**config.mk**
```make
export PLATFORM = sky130hd
export DESIGN_NAME = piso_serializer_flat
export DESIGN_NICKNAME = d
export VERILOG_FILES = /design/src/rtl/ser_pkg.sv /design/src/rtl/piso_serializer_if.sv /design/src/rtl/ser_parity_calc.sv /design/src/rtl/piso_serializer.sv /design/src/flat_wrapper.sv
export SDC_FILE = /design/constraint.sdc
export NUM_CORES = 1
export LEC_CHECK = 0
export ABC_AREA = 1
export BUFFER_PORTS_ARGS = -buffer_cell sky130_fd_sc_hd__buf_2
export CORE_MARGIN = 2
export CORE_UTILIZATION = 45
export DETAILED_ROUTE_END_ITERATION = 12
export HOLD_SLACK_MARGIN = 0.03
export PLACE_DENSITY = 0.71
export SETUP_SLACK_MARGIN = 0.1
export SYNTH_ARGS = -nofsm -noshare
export SYNTH_HDL_FRONTEND = slang
export SYNTH_SLANG_ARGS = --single-unit
export TNS_END_PERCENT = 100
```
**constraint.sdc**
```tcl
create_clock -name CLK -period 1 [get_ports CLK]
set_input_delay 0.1 -clock CLK [delete_from_list [all_inputs] [get_ports CLK]]
set_output_delay 0.1 -clock CLK [all_outputs]
set_load 0.1 [all_outputs]
```
**src/rtl/ser_pkg.sv**
```systemverilog
// ser_pkg: shared state encoding and counter sizing for the PISO serializer
package ser_pkg;
  typedef enum logic [1:0] {IDLE, SHIFT, PARITY} ser_state_t;
  function automatic int cnt_w(input int width);
    return $clog2(width + 1);
  endfunction
endpackage

```
**src/rtl/piso_serializer_if.sv**
```systemverilog
// piso_serializer_if: load handshake and serial stream bundle; SER_PARITY_EN adds PAR_TYP
interface piso_serializer_if #(parameter int DATA_WIDTH = 8);
  logic [DATA_WIDTH-1:0] P_DATA;
  logic data_valid;
  logic load_ready;
  logic ser_en;
  logic ser_data;
  logic ser_done;
  logic busy;
`ifdef SER_PARITY_EN
  logic PAR_TYP;
  modport master (output P_DATA, data_valid, ser_en, PAR_TYP, input load_ready, ser_data, ser_done, busy);
  modport slave (input P_DATA, data_valid, ser_en, PAR_TYP, output load_ready, ser_data, ser_done, busy);
`else
  modport master (output P_DATA, data_valid, ser_en, input load_ready, ser_data, ser_done, busy);
  modport slave (input P_DATA, data_valid, ser_en, output load_ready, ser_data, ser_done, busy);
`endif
endinterface

```
**src/rtl/ser_parity_calc.sv**
```systemverilog
// ser_parity_calc: even (odd=0) or odd (odd=1) parity of a word
module ser_parity_calc #(parameter int DATA_WIDTH = 8) (
  input  logic [DATA_WIDTH-1:0] data,
  input  logic                  odd,
  output logic                  parity
);
  assign parity = ^data ^ odd;
endmodule

```
**src/rtl/piso_serializer.sv**
```systemverilog
// piso_serializer: valid/ready loaded PISO shifter for UART TX; SER_PARITY_EN appends a parity bit
module piso_serializer
  import ser_pkg::*;
#(
  parameter int DATA_WIDTH = 8,
  parameter bit MSB_FIRST  = 1'b0,
  parameter bit IDLE_LEVEL = 1'b1
) (
  input logic              CLK,
  input logic              RST,
  piso_serializer_if.slave sif
);
  localparam int CW = cnt_w(DATA_WIDTH);
  localparam logic [CW-1:0] LAST = CW'(DATA_WIDTH - 1);
  ser_state_t state_q, state_d;
  logic [DATA_WIDTH-1:0] shreg_q, shreg_d;
  logic [CW-1:0] cnt_q, cnt_d;
  logic ser_data_q, ser_data_d, ser_done_q, ser_done_d;
`ifdef SER_PARITY_EN
  localparam bit PAR_EN = 1'b1;
  logic par_in, par_q, par_d;
  ser_parity_calc #(.DATA_WIDTH(DATA_WIDTH)) u_parity (.data(sif.P_DATA), .odd(sif.PAR_TYP), .parity(par_in));
`else
  localparam bit PAR_EN = 1'b0;
`endif
  assign sif.load_ready = state_q == IDLE;
  assign sif.busy       = state_q != IDLE;
  assign sif.ser_data   = ser_data_q;
  assign sif.ser_done   = ser_done_q;
  always_comb begin
    state_d    = state_q;
    shreg_d    = shreg_q;
    cnt_d      = cnt_q;
    ser_data_d = ser_data_q;
    ser_done_d = 1'b0;
`ifdef SER_PARITY_EN
    par_d      = par_q;
`endif
    case (state_q)
      IDLE: begin
        ser_data_d = IDLE_LEVEL;
        if (sif.data_valid) begin
          state_d = SHIFT;
          shreg_d = sif.P_DATA;
          cnt_d   = '0;
`ifdef SER_PARITY_EN
          par_d   = par_in;
`endif
        end
      end
      SHIFT: if (sif.ser_en) begin
        ser_data_d = MSB_FIRST ? shreg_q[DATA_WIDTH-1] : shreg_q[0];
        shreg_d    = MSB_FIRST ? {shreg_q[DATA_WIDTH-2:0], 1'b0} : {1'b0, shreg_q[DATA_WIDTH-1:1]};
        cnt_d      = cnt_q + CW'(1);
        if (cnt_q == LAST) begin
          state_d    = PAR_EN ? PARITY : IDLE;
          ser_done_d = !PAR_EN;
        end
      end
`ifdef SER_PARITY_EN
      PARITY: if (sif.ser_en) begin
        ser_data_d = par_q;
        ser_done_d = 1'b1;
        state_d    = IDLE;
      end
`endif
      default: state_d = IDLE;
    endcase
  end
  always_ff @(posedge CLK or negedge RST) begin
    if (!RST) begin
      state_q    <= IDLE;
      shreg_q    <= '0;
      cnt_q      <= '0;
      ser_data_q <= IDLE_LEVEL;
      ser_done_q <= 1'b0;
`ifdef SER_PARITY_EN
      par_q      <= 1'b0;
`endif
    end else begin
      state_q    <= state_d;
      shreg_q    <= shreg_d;
      cnt_q      <= cnt_d;
      ser_data_q <= ser_data_d;
      ser_done_q <= ser_done_d;
`ifdef SER_PARITY_EN
      par_q      <= par_d;
`endif
    end
  end
endmodule

```
**src/flat_wrapper.sv**
```systemverilog
// flat-port wrapper written by rule: the top's interface ports become plain ports
module piso_serializer_flat import ser_pkg::*;
#(
  parameter int DATA_WIDTH = 8,
  parameter bit MSB_FIRST  = 1'b0,
  parameter bit IDLE_LEVEL = 1'b1
)
  (CLK, RST, sif_P_DATA, sif_data_valid, sif_ser_en, sif_load_ready, sif_ser_data, sif_ser_done, sif_busy);
  piso_serializer_if #(.DATA_WIDTH(DATA_WIDTH)) sif_i ();
  input logic CLK;
  input logic RST;
  input wire logic [$bits(sif_i.P_DATA)-1:0] sif_P_DATA;
  input wire logic [$bits(sif_i.data_valid)-1:0] sif_data_valid;
  input wire logic [$bits(sif_i.ser_en)-1:0] sif_ser_en;
  output wire logic [$bits(sif_i.load_ready)-1:0] sif_load_ready;
  output wire logic [$bits(sif_i.ser_data)-1:0] sif_ser_data;
  output wire logic [$bits(sif_i.ser_done)-1:0] sif_ser_done;
  output wire logic [$bits(sif_i.busy)-1:0] sif_busy;
  assign sif_i.P_DATA = sif_P_DATA;
  assign sif_i.data_valid = sif_data_valid;
  assign sif_i.ser_en = sif_ser_en;
  assign sif_load_ready = sif_i.load_ready;
  assign sif_ser_data = sif_i.ser_data;
  assign sif_ser_done = sif_i.ser_done;
  assign sif_busy = sif_i.busy;
  piso_serializer #(.DATA_WIDTH(DATA_WIDTH), .MSB_FIRST(MSB_FIRST), .IDLE_LEVEL(IDLE_LEVEL)) u_core (.CLK(CLK), .RST(RST), .sif(sif_i));
endmodule
```
* After elaboration in Yosys (flattened, before gate mapping)
Index checks and enable logic that the tools add are counted.
Word-level totals: bits in registers 16, bits in latches 0, RAM bits 0, bits in read-only memories 0, input bits 12, memories kept 0
Operators by class: add/subtract/negate cells 1, multiply operators 0, div/mod/pow operators 0, $lt $le $gt $ge 0, equality and inequality tests 5, shifts and indexed selects 0, mux-type cells 15, bitwise logic cells 0, reduce and logical (&&, ||, !) cells 6
Operator list (count):
- 8-bit two-way mux | 2
- 8-bit one-hot mux with 2 select lines | 1
- 4-bit two-way mux | 2
- 4-bit one-hot mux with 2 select lines | 1
- 2-bit two-way mux | 3
- 3-bit AND reduction | 2
- 4-bit by 1-bit adder with 4-bit output, second input constant | 1
- 4-bit by 3-bit == test with 1-bit output, second input constant | 1
- 1-bit two-way mux | 4
- 2-bit != test, second input constant | 2
- 2-bit one-hot mux with 2 select lines | 1
- 2-bit nonzero test | 2
- 2-bit by 1-bit == test with 1-bit output, second input constant | 1
- 2-bit logical NOT | 1
- 2-bit by 1-bit != test with 1-bit output, second input constant | 1
- 1-bit one-hot mux with 2 select lines | 1
- 2-bit AND reduction | 1

* Depth between registers and ports, before layout
Gate-level depths: netlist of the first run.
depth after elaboration 4, mapped depth 6

* Least setup slack after synthesis of the first run
OpenSTA, ideal clock, no wires.
kind flip-flop to flip-flop, start register u_core.state_q[0], end register u_core.shreg_q[0], library setup time 0.128 ns, arrival 2.039 ns, required time 0.872 ns, slack -1.168 ns, stages on the path, launching flop included 7, buffers on the path 1, period minus slack after synthesis 2.168 ns, cell sequence dfrtp_1 inv_2 nand2_2 nand2_4 buf_6 o211ai_1 o21ai_1
On the way: word-level cells in the longest chain between the ends 3, elaborated cells on any way between the ends 7, classes of those cells 3 x eq/ne; 1 x mux; 3 x reduce/logical
RTL lines:
- start: declaration | RTL line piso_serializer.sv:15 | ser_state_t state_q, state_d;
- start signal: assignment | RTL line piso_serializer.sv:81 | state_q <= state_d;
- 2-bit logical NOT (*)
- named net sif_load_ready | RTL line flat_wrapper.sv:15 | output wire logic [$bits(sif_i.load_ready)-1:0] sif_load_ready;
- 2-bit != test (no line) / 2-bit nonzero test (equally long branches)
- 3-bit AND reduction (no line)
- end signal: assignment | RTL line piso_serializer.sv:82 | shreg_q <= shreg_d;
- end: declaration | RTL line piso_serializer.sv:16 | logic [DATA_WIDTH-1:0] shreg_q, shreg_d;
The timed path passes the listed nets; every way through them passes the cells marked *. A chain may end at the register's enable or synchronous reset.

* Final worst setup path of the first run
start register u_core.state_q[0], end output sif_load_ready
On the way: word-level cells in the longest chain between the ends 1
RTL lines:
- 2-bit logical NOT | RTL line piso_serializer.sv:26 | assign sif.load_ready = state_q == IDLE;
- end: declaration | RTL line flat_wrapper.sv:15
Every way passes these cells.

==> impl_metrics.env, run 1 <==
export IMPL_status="finished with violations"
export IMPL_violations="setup timing"
export IMPL_firstDrtPassIters=4
export IMPL_path_cells="inv_12 > buf_8 > buf_12"
export IMPL_avgSynthCellArea_um2=8.885
export IMPL_slew_headroom=0.7680
export IMPL_clock_skew_ns=0.001880
export IMPL_num_vias=632
export IMPL_n_antenna_cell=0
export IMPL_power_frac_comb=0.567
export IMPL_peakVddDrop_uv=1666
export IMPL_ys_seq_area_frac=0.5365
export IMPL_p_sw_frac=0.4397
export IMPL_drc=0
export IMPL_vias_per_cell=4.976
export IMPL_cts_buffers=3
export IMPL_r2r_start="u_core.state_q[0]"
export IMPL_fmax_mhz=781.4
export IMPL_critical_path_max_stage_delay_ns=0.55
export IMPL_gp_congestion=0.7350
export IMPL_synth_cell_types=22
export IMPL_cts_sinks=15
export IMPL_io_buffers=15
export IMPL_rsz0062_at_grt="true"
export IMPL_final_area_um2=1125
export IMPL_synth_seq_cells=15
export IMPL_post_route_min_period_ns=1.280
export IMPL_clk_pin_slew_ns=0.10
export IMPL_ctsHtreeMaxLevel=1
export IMPL_max_cap_viol_count=0
export IMPL_power_w=0.003399
export IMPL_critPathSlowestCell="dfrtp_4"
export IMPL_final_util=0.7555
export IMPL_hold_ws_ns=0.08686
export IMPL_cp_num_buf_inv=3
export IMPL_clk_latency_ns=0.29
export IMPL_cpLargestDelayFamily="flip-flops"
export IMPL_netlist_area_um2=701.9
export IMPL_synth_warnings=0
export IMPL_rr_worst_depth=4
export IMPL_setup_violations=17
export IMPL_die_w_um=43.50
export IMPL_power_leakage_nw=0.5307
export IMPL_multiInputGateArea_um2=367.9
export IMPL_area_growth_pct=60.25
export IMPL_fin_nets=125
export IMPL_grt_total_usage=0.2175
export IMPL_startpoint="u_core.state_q[0]"
export IMPL_synth_area_leaders="dfrtp_1 (50%), nand2_1 (11%), o21a_1 (5.3%)"
export IMPL_place_ws_ns=-0.1235
export IMPL_syn_inst=79
export IMPL_finalMaxSlewViolations=0
export IMPL_core_area_um2=1489
export IMPL_crit_required_ns=0.90
export IMPL_path_max_fanout=4
export IMPL_hp_class="in2reg"
export IMPL_start_util=0.4714
export IMPL_clockPowerShare=0.108
export IMPL_grt_max_degree=16
export IMPL_internal_power_w=0.001904
export IMPL_synth_nets=92
export IMPL_rr_endpoint="u_core.shreg_q[0]"
export IMPL_p_per_area_nw_per_um2=3022
export IMPL_drt_iter0_markers=3
export IMPL_hold_depth=3
export IMPL_r2r_slack_ns=-0.27
export IMPL_worst_slack_ns=-0.2798
export IMPL_hold_viol=0
export IMPL_drive_gt1_frac=0.4324
export IMPL_worst_setup_path_start_kind="register"
export IMPL_regArea_um2=385.4
export IMPL_yosys_area_top_type="dfrtp_1"
export IMPL_synth_top_cell_area_share=0.4991
export IMPL_gr_total_overflow=0
export IMPL_cts_tree="yes"
export IMPL_place_area_um2=904.6
export IMPL_hold_path_end="u_core.shreg_q[6]"
export IMPL_clockBufferDepth=2
export IMPL_grt_pass1_vias=660
export IMPL_antenna_found_initial=0
export IMPL_path_class="reg2out"
export IMPL_die_height_um=43.50
export IMPL_die_area_um2=1892
export IMPL_power_net_switching_w=0.001495
export IMPL_seqPwrFrac=0.325
export IMPL_fin_crit_sh=1.280
export IMPL_timing_critical_path_to_type="output pin"
export IMPL_cts_root_buf="clkbuf_4"
export IMPL_postRouteAntennaNets=0
export IMPL_wl_um=1718
export IMPL_grt_pass1_wl_um=2856
export IMPL_critPathArrivalTime_ns=1.18
export IMPL_wl_per_cell_um=13.53
export IMPL_worstMarginPinSlew_ns=0.3479
export IMPL_io_pins=16
export IMPL_min_from="sif_P_DATA[6]"
export IMPL_rows=14
export IMPL_hpwlAfterDp_um=956.9
export IMPL_fillers=98
==> cells in the mapped netlist <==
cell type,n
a21oi_1,2
nor3_1,1
nor2_1,2
o21a_1,5
o211ai_1,1
o21ai_1,2
or2_2,1
inv_1,7
nand3_1,6
buf_6,1
ha_1,1
nor3b_1,1
nand2_1,21
buf_2,1
dfrtp_1,14
nand4_1,2
nand2_4,1
o21ai_0,4
dfstp_2,1
inv_2,2
nand2_2,2
nor4_1,1
==> repair_timing <==
item                                    CTS  global route
pin swaps                                 2             1
gates resized for setup                  20             5
setup buffers                             6             1
hold endpoints to repair                 16             0
gates cloned                              1             0
endpoints found under the setup margin   18            18
hold buffers                              2             0
==> registers in the layout, indices dropped and copies added (netlist names) <==
name	flops
u_core.shreg_q	8
u_core.sif.ser_done	1
u_core.cnt_q	4
u_core.sif.ser_data	1
u_core.state_q	1
==> power groups by stage <==
stage               Sequential (W)  Combinational (W)  Clock [W]
floorplan                  0.00136           0.000747          0
global placement           0.00110            0.00147          0
detailed placement         0.00111            0.00149          0
CTS                        0.00110            0.00184   0.000360
global route               0.00113            0.00206   0.000398
finish                     0.00110            0.00193   0.000366
==> worst min-delay path, cell delays in order <==
cell and delay, ns:
buf_2 0.08, o21ai_1 0.05, o21ai_1 0.12
==> stage by stage <==
stage	cells	setup TNS, ns
floorplan	79	-4.041
global placement	113	-0.9561
detailed placement	113	-1.142
CTS	126	-2.771
global route	127	-3.682
finish	127	-3.098
==> worst max path at each step <==
stage	to	slack (ns)	cells after the start
2_1_floorplan	u_core.shreg_q[1]	-0.35	5
3_3_place_gp	u_core.shreg_q[4]	-0.11	5
3_5_place_dp	u_core.shreg_q[6]	-0.12	3
4_1_cts	sif_load_ready	-0.26	3
5_1_grt	sif_load_ready	-0.31	3
6_report	sif_load_ready	-0.28	3
==> logic make-up (layout without fill, tap and decap cells) <==
kind of cell | Yosys count | in the layout | share of synthesized area
buffers and inverters | 11 | 42 | 0.07130
adder cells (fa/ha/maj) | 1 | 1 | 0.01782
AO/OA/AOI/OAI | 14 | 14 | 0.1212
AND/OR/NAND/NOR | 38 | 39 | 0.2531
flip-flops | 15 | 15 | 0.5366
==> final cells by class <==
cell class                 instances  area share
timing repair buffer              29      0.2447
inverter                           9     0.04338
sequential                        15      0.3426
clock inverter                     1    0.004449
tap                               16     0.01780
clock buffer                       3     0.02002
multi-input combinational         54      0.3270
==> placed cells by master (no fill, tap or decap), types with 2 or more instances in the layout <==
cell type / count
nand3_1: 5
buf_8: 2
buf_4: 6
o21ai_1: 4
nand2_1: 20
a21oi_1: 2
o21a_1: 5
buf_12: 4
buf_6: 4
dlygate4sd3_1: 2
buf_2: 11
dfrtp_1: 12
nand4_1: 2
nand2_8: 4
inv_1: 6
nor2_1: 2
clkbuf_4: 3
==> routing by layer <==
metal | track usage | wire length [um] | vias up
li1 | - | - | 327
met2 | 0.3582 | 873 | 13
met5 | 0 | 0 | -
met3 | 0.05000 | 51 | 6
met4 | 0.1576 | 58 | 0
met1 | 0.2459 | 734 | 286
(Power assumes the default switching activity.)
==> inputs of run 2 (changes only) <==
--- a/config.mk
+++ b/config.mk
@@ -14,4 +14,5 @@
 export PLACE_DENSITY = 0.71
 export SETUP_SLACK_MARGIN = 0.1
+export SKIP_LAST_GASP = 1
 export SYNTH_ARGS = -nofsm -noshare
 export SYNTH_HDL_FRONTEND = slang
==> constraint.sdc (replaced) <==
create_clock -name CLK -period 1 [get_ports CLK]
set_input_delay 0.2 -clock CLK [delete_from_list [all_inputs] [get_ports CLK]]
set_output_delay 0.2 -clock CLK [all_outputs]
set_load 0.1 [all_outputs]
==> impl_metrics.env, run 2 (synthesis gave the netlist of run 1 again) <==
export IMPL_worstMarginPinSlew_ns=0.3453
export IMPL_clk_pin_slew_ns=0.10
export IMPL_crit_required_ns=0.80
export IMPL_critical_path_max_stage_delay_ns=0.55
export IMPL_path_max_fanout=4
export IMPL_drt_iter0_markers=10
export IMPL_drive_gt1_frac=0.4000
export IMPL_clockBufferDepth=2
export IMPL_grt_total_usage=0.2066
export IMPL_internal_power_w=0.001869
export IMPL_largest_reg_flops=8
export IMPL_path_cells="inv_12 > buf_12 > buf_12"
export IMPL_cts_sinks=15
export IMPL_io_buffers=15
export IMPL_place_area_um2=932.1
export IMPL_grt_max_degree=16
export IMPL_hp_class="in2reg"
export IMPL_grt_pass1_vias=620
export IMPL_start_util=0.4714
export IMPL_reg_top3="u_core.shreg_q: 8 flops, u_core.cnt_q: 4 flops"
export IMPL_antenna_found_initial=0
export IMPL_largest_register="u_core.shreg_q"
export IMPL_cp_common_cell="buf_12"
export IMPL_hold_viol=0
export IMPL_die_area_um2=1892
export IMPL_max_cap_viol_count=0
export IMPL_firstDrtPassIters=4
export IMPL_seqPwrFrac=0.329
export IMPL_p_sw_frac=0.4377
export IMPL_wl_um=1670
export IMPL_hold_ws_ns=0.1534
export IMPL_gp_congestion=0.7429
export IMPL_ctsHtreeMaxLevel=1
export IMPL_finalMaxSlewViolations=0
export IMPL_power_frac_comb=0.561
export IMPL_path_class="reg2out"
export IMPL_vias_per_cell=5.325
export IMPL_fillers=109
export IMPL_clockPowerShare=0.110
export IMPL_final_util=0.7311
export IMPL_p_per_area_nw_per_um2=3053
export IMPL_layout_commonest_cell="nand2_1"
export IMPL_fmax_mhz=727.6
export IMPL_die_w_um=43.50
export IMPL_cts_buffers=3
export IMPL_status="finished with violations"
export IMPL_final_area_um2=1089
export IMPL_rows=14
export IMPL_core_area_um2=1489
export IMPL_fin_crit_sh=1.374
export IMPL_die_height_um=43.50
export IMPL_slew_headroom=0.7698
export IMPL_io_pins=16
export IMPL_drc=0
export IMPL_cts_tree="yes"
export IMPL_setup_violations=18
export IMPL_power_leakage_nw=0.5187
export IMPL_fin_nets=124
export IMPL_post_route_min_period_ns=1.374
export IMPL_worst_setup_path_start_kind="register"
export IMPL_num_vias=671
export IMPL_critPathSlowestCell="dfrtp_4"
export IMPL_grt_pass1_wl_um=2691
export IMPL_power_net_switching_w=0.001455
export IMPL_area_growth_pct=55.08
export IMPL_regArea_um2=385.4
export IMPL_worst_slack_ns=-0.3744
export IMPL_n_antenna_cell=0
export IMPL_wl_per_cell_um=13.25
export IMPL_violations="setup timing"
export IMPL_peakVddDrop_uv=2236
export IMPL_multiInputGateArea_um2=359.1
export IMPL_timing_critical_path_to_type="output pin"
export IMPL_postRouteAntennaNets=0
export IMPL_critPathArrivalTime_ns=1.17
export IMPL_cts_root_buf="clkbuf_4"
export IMPL_mostFrequentLayoutCells="nand2_1 (21), dfrtp_1 (12), buf_2 (11)"
export IMPL_hpwlAfterDp_um=1018
export IMPL_gr_total_overflow=0
export IMPL_rsz0062_at_grt="true"
export IMPL_clk_latency_ns=0.30
export IMPL_clock_skew_ns=0.01379
[run 2: per-layer routing]
metal	part of all wire	track usage
met2	0.47	0.3224
met4	0.056	0.1818
met3	0.044	0.03333
met5	0	0
met1	0.43	0.2446
[run 2: worst paths after layout]
check | from | to | slack, ns | cells past startpoint
worst max-delay path | u_core.state_q[0] | sif_load_ready | -0.37 | 3
worst min-delay path | sif_P_DATA[7] | u_core.shreg_q[7] | 0.15 | 3
worst max register to register | u_core.state_q[0] | u_core.shreg_q[0] | -0.29 | 4
worst min register to register | u_core.cnt_q[3] | u_core.sif.ser_done | 0.50 | 1
max in group asynchronous | RST | u_core.sif.ser_data | 0.38 | 2
min in group asynchronous | RST | u_core.shreg_q[1] | 0.32 | 2
[run 2: what timing repair did]
item,in CTS,in global routing
hold endpoints to repair,14,0
endpoints found under the setup margin,18,18
pin swaps,3,0
cloned,1,0
resized for setup,11,0
buffers inserted,4,1
hold buffers,1,0
[run 2: area by class of cell]
cell class / count / share of cell area
flip-flops and latches: 15 / 0.3540
repair buffers: 28 / 0.2310
multi-input cells: 54 / 0.3299
inverters: 9 / 0.04253
well taps: 16 / 0.01839
clock buffers: 4 / 0.02414
[run 2: power groups by stage]
| stage | clock network (W) | logic [W] | registers, W |
|---|---|---|---|
| after floorplan | 0 | 0.000747 | 0.00136 |
| after global placement | 0 | 0.00154 | 0.00110 |
| after detailed placement | 0 | 0.00157 | 0.00111 |
| after CTS | 0.000358 | 0.00183 | 0.00110 |
| after global routing | 0.000377 | 0.00200 | 0.00112 |
| final | 0.000364 | 0.00187 | 0.00109 |
[run 2: worst max-delay path, delay by kind of cell, from the launching register on]
kind / cells / cell delay, ns
DFF: 1 / 0.55
buffers and inverters: 3 / 0.32
[run 2: stage by stage]
stage          worst slack, ns  setup TNS [ns]  instances  total power (W)
3_5_place_dp           -0.1266          -1.407        115         0.002679
4_1_cts                -0.3590          -3.565        125         0.003286
2_1_floorplan          -0.3494          -4.076         79         0.002112
3_3_place_gp           -0.1141          -1.260        115         0.002638
5_1_grt                -0.3853          -4.513        126         0.003505
6_report               -0.3744          -3.947        126         0.003324
==> inputs of run 3 (changes only) <==
Settings changed: CORE_UTILIZATION 45 to 54, PLACE_DENSITY 0.71 to 0.8.
Clock period 1 ns to 1.75 ns, I/O delays scaled along.
==> impl_metrics.env, run 3 (synthesis gave the netlist of run 1 again) <==
export IMPL_die_height_um=40.06
export IMPL_setup_tns_ns=0
export IMPL_hp_class="in2reg"
export IMPL_path_class="reg2out"
export IMPL_layout_commonest_cell="nand2_1"
export IMPL_firstDrtPassIters=4
export IMPL_rsz0062_at_grt="false"
export IMPL_fillers=97
export IMPL_fin_crit_sh=0.9171
export IMPL_cts_root_buf="clkbuf_4"
export IMPL_n_antenna_cell=0
export IMPL_finalMaxSlewViolations=0
export IMPL_cts_sinks=15
export IMPL_regArea_um2=380.4
export IMPL_vias_per_cell=5.036
export IMPL_worst_setup_path_start_kind="register"
export IMPL_clk_latency_ns=0.27
export IMPL_wl_um=1214
export IMPL_mostFrequentLayoutCells="nand2_1 (21), buf_2 (14), dfrtp_1 (13)"
export IMPL_fmax_mhz=623.1
export IMPL_gp_congestion=0.7467
export IMPL_wl_per_cell_um=10.94
export IMPL_hpwlAfterDp_um=908.8
export IMPL_grt_pass1_wl_um=1966
export IMPL_reg_top3="u_core.shreg_q: 8 flops, u_core.cnt_q: 4 flops"
export IMPL_worstMarginPinSlew_ns=0.4845
export IMPL_clockBufferDepth=2
export IMPL_min_from="sif_P_DATA[7]"
export IMPL_area_growth_pct=17.29
export IMPL_postRouteAntennaNets=0
export IMPL_placed_cells=106
export IMPL_start_util=0.6071
export IMPL_core_area_um2=1156
export IMPL_place_ws_ns=0.3168
export IMPL_grt_max_degree=17
export IMPL_cts_tree="yes"
export IMPL_critPathArrivalTime_ns=1.25
export IMPL_status="complete, no violations"
export IMPL_place_area_um2=784.5
export IMPL_io_buffers=15
export IMPL_drc=0
export IMPL_final_area_um2=823.3
export IMPL_final_util=0.7121
export IMPL_fin_cells=111
export IMPL_power_leakage_nw=0.4144
export IMPL_grt_total_usage=0.1805
export IMPL_die_w_um=40.06
export IMPL_slew_headroom=0.6792
export IMPL_grt_pass1_vias=482
export IMPL_r2r_start="u_core.state_q[0]"
export IMPL_clock_skew_ns=0.001687
export IMPL_drive_gt1_frac=0.2680
export IMPL_cts_buffers=3
export IMPL_io_pins=16
export IMPL_crit_required_ns=1.40
export IMPL_antenna_found_initial=0
export IMPL_clk_pin_slew_ns=0.09
export IMPL_peakVddDrop_uv=945.9
export IMPL_startpoint="u_core.state_q[0]"
export IMPL_die_area_um2=1604
export IMPL_drt_iter0_markers=3
export IMPL_max_cap_viol_count=0
export IMPL_ctsHtreeMaxLevel=1
export IMPL_fin_nets=111
export IMPL_worst_slack_ns=0.1450
export IMPL_largest_reg_flops=8
export IMPL_rows=12
export IMPL_largest_register="u_core.shreg_q"
export IMPL_timing_critical_path_to_type="output pin"
export IMPL_post_route_min_period_ns=1.605
export IMPL_setup_violations=0
export IMPL_multiInputGateArea_um2=275.3
export IMPL_path_max_fanout=14
export IMPL_gr_total_overflow=0
export IMPL_hold_viol=0
export IMPL_num_vias=559
export IMPL_p_per_area_nw_per_um2=1787
-- run 3: cell types whose count changed in the layout (fill, tap and decap cells not counted), moves of 2 or more --
| cell | previous run | this run |
|---|---|---|
| nand2_2 | 0 | 2 |
| nand2_8 | 4 | 0 |
| buf_2 | 11 | 14 |
| buf_4 | 10 | 1 |
| buf_12 | 5 | 0 |
-- run 3: per-layer routing --
metal / share of wire / global-route usage / vias up
met5: 0 / 0 / -
met4: 0.0041 / 0.05172 / 0
met3: 0.039 / 0.01667 / 2
met2: 0.45 / 0.3065 / 11
met1: 0.51 / 0.2421 / 249
li1: - / - / 297
-- run 3: cell type report --
cell class,count,share of cell area
Clock buffer,4,0.03191
Tap cell,14,0.02128
Inverter,9,0.04407
Timing Repair Buffer,16,0.1064
Multi-Input combinational cell,53,0.3343
Sequential cell,15,0.4620
-- run 3: final timing paths --
check                                            to  slack [ns]  depth (start not counted)
worst min register to register    u_core.shreg_q[4]        0.50                          1
worst min-delay path              u_core.shreg_q[7]        0.31                          3
min in group asynchronous         u_core.shreg_q[1]        0.50                          2
max in group asynchronous       u_core.sif.ser_data        0.96                          2
worst max-delay path                 sif_load_ready        0.15                          2
worst max register to register    u_core.shreg_q[1]        0.51                          5
-- run 3: critical path, stage by stage, from the launching register on --
cell     delay (ns)
dfrtp_4        0.56
inv_4          0.12
buf_4          0.29
-- run 3: report_power, final --
| part | leakage [nW] | switching, W | internal [W] |
|---|---|---|---|
| Combinational | 0.223 | 0.000448 | 0.000207 |
| Sequential | 0.177 | 0.000114 | 0.000510 |
| Clock | 0.0150 | 0.000105 | 0.0000882 |
| Total | 0.414 | 0.000667 | 0.000805 |
-- run 3: stage by stage --
| stage | total power [W] | hold slack (ns) |
|---|---|---|
| CTS | 0.001482 | 0.3138 |
| global route | 0.001584 | 0.3279 |
| global placement | 0.001265 | 0.2662 |
| finish | 0.001471 | 0.3094 |
| detailed placement | 0.001285 | 0.2690 |
| floorplan | 0.001177 | 0.05441 |
-- run 3: timing repair --
action,4_1_cts,5_1_grt
endpoints found under the hold margin,14,0
hold buffers,1,0
setup endpoints to repair,1,0
gates resized for setup,1,0
setup buffers,0,0
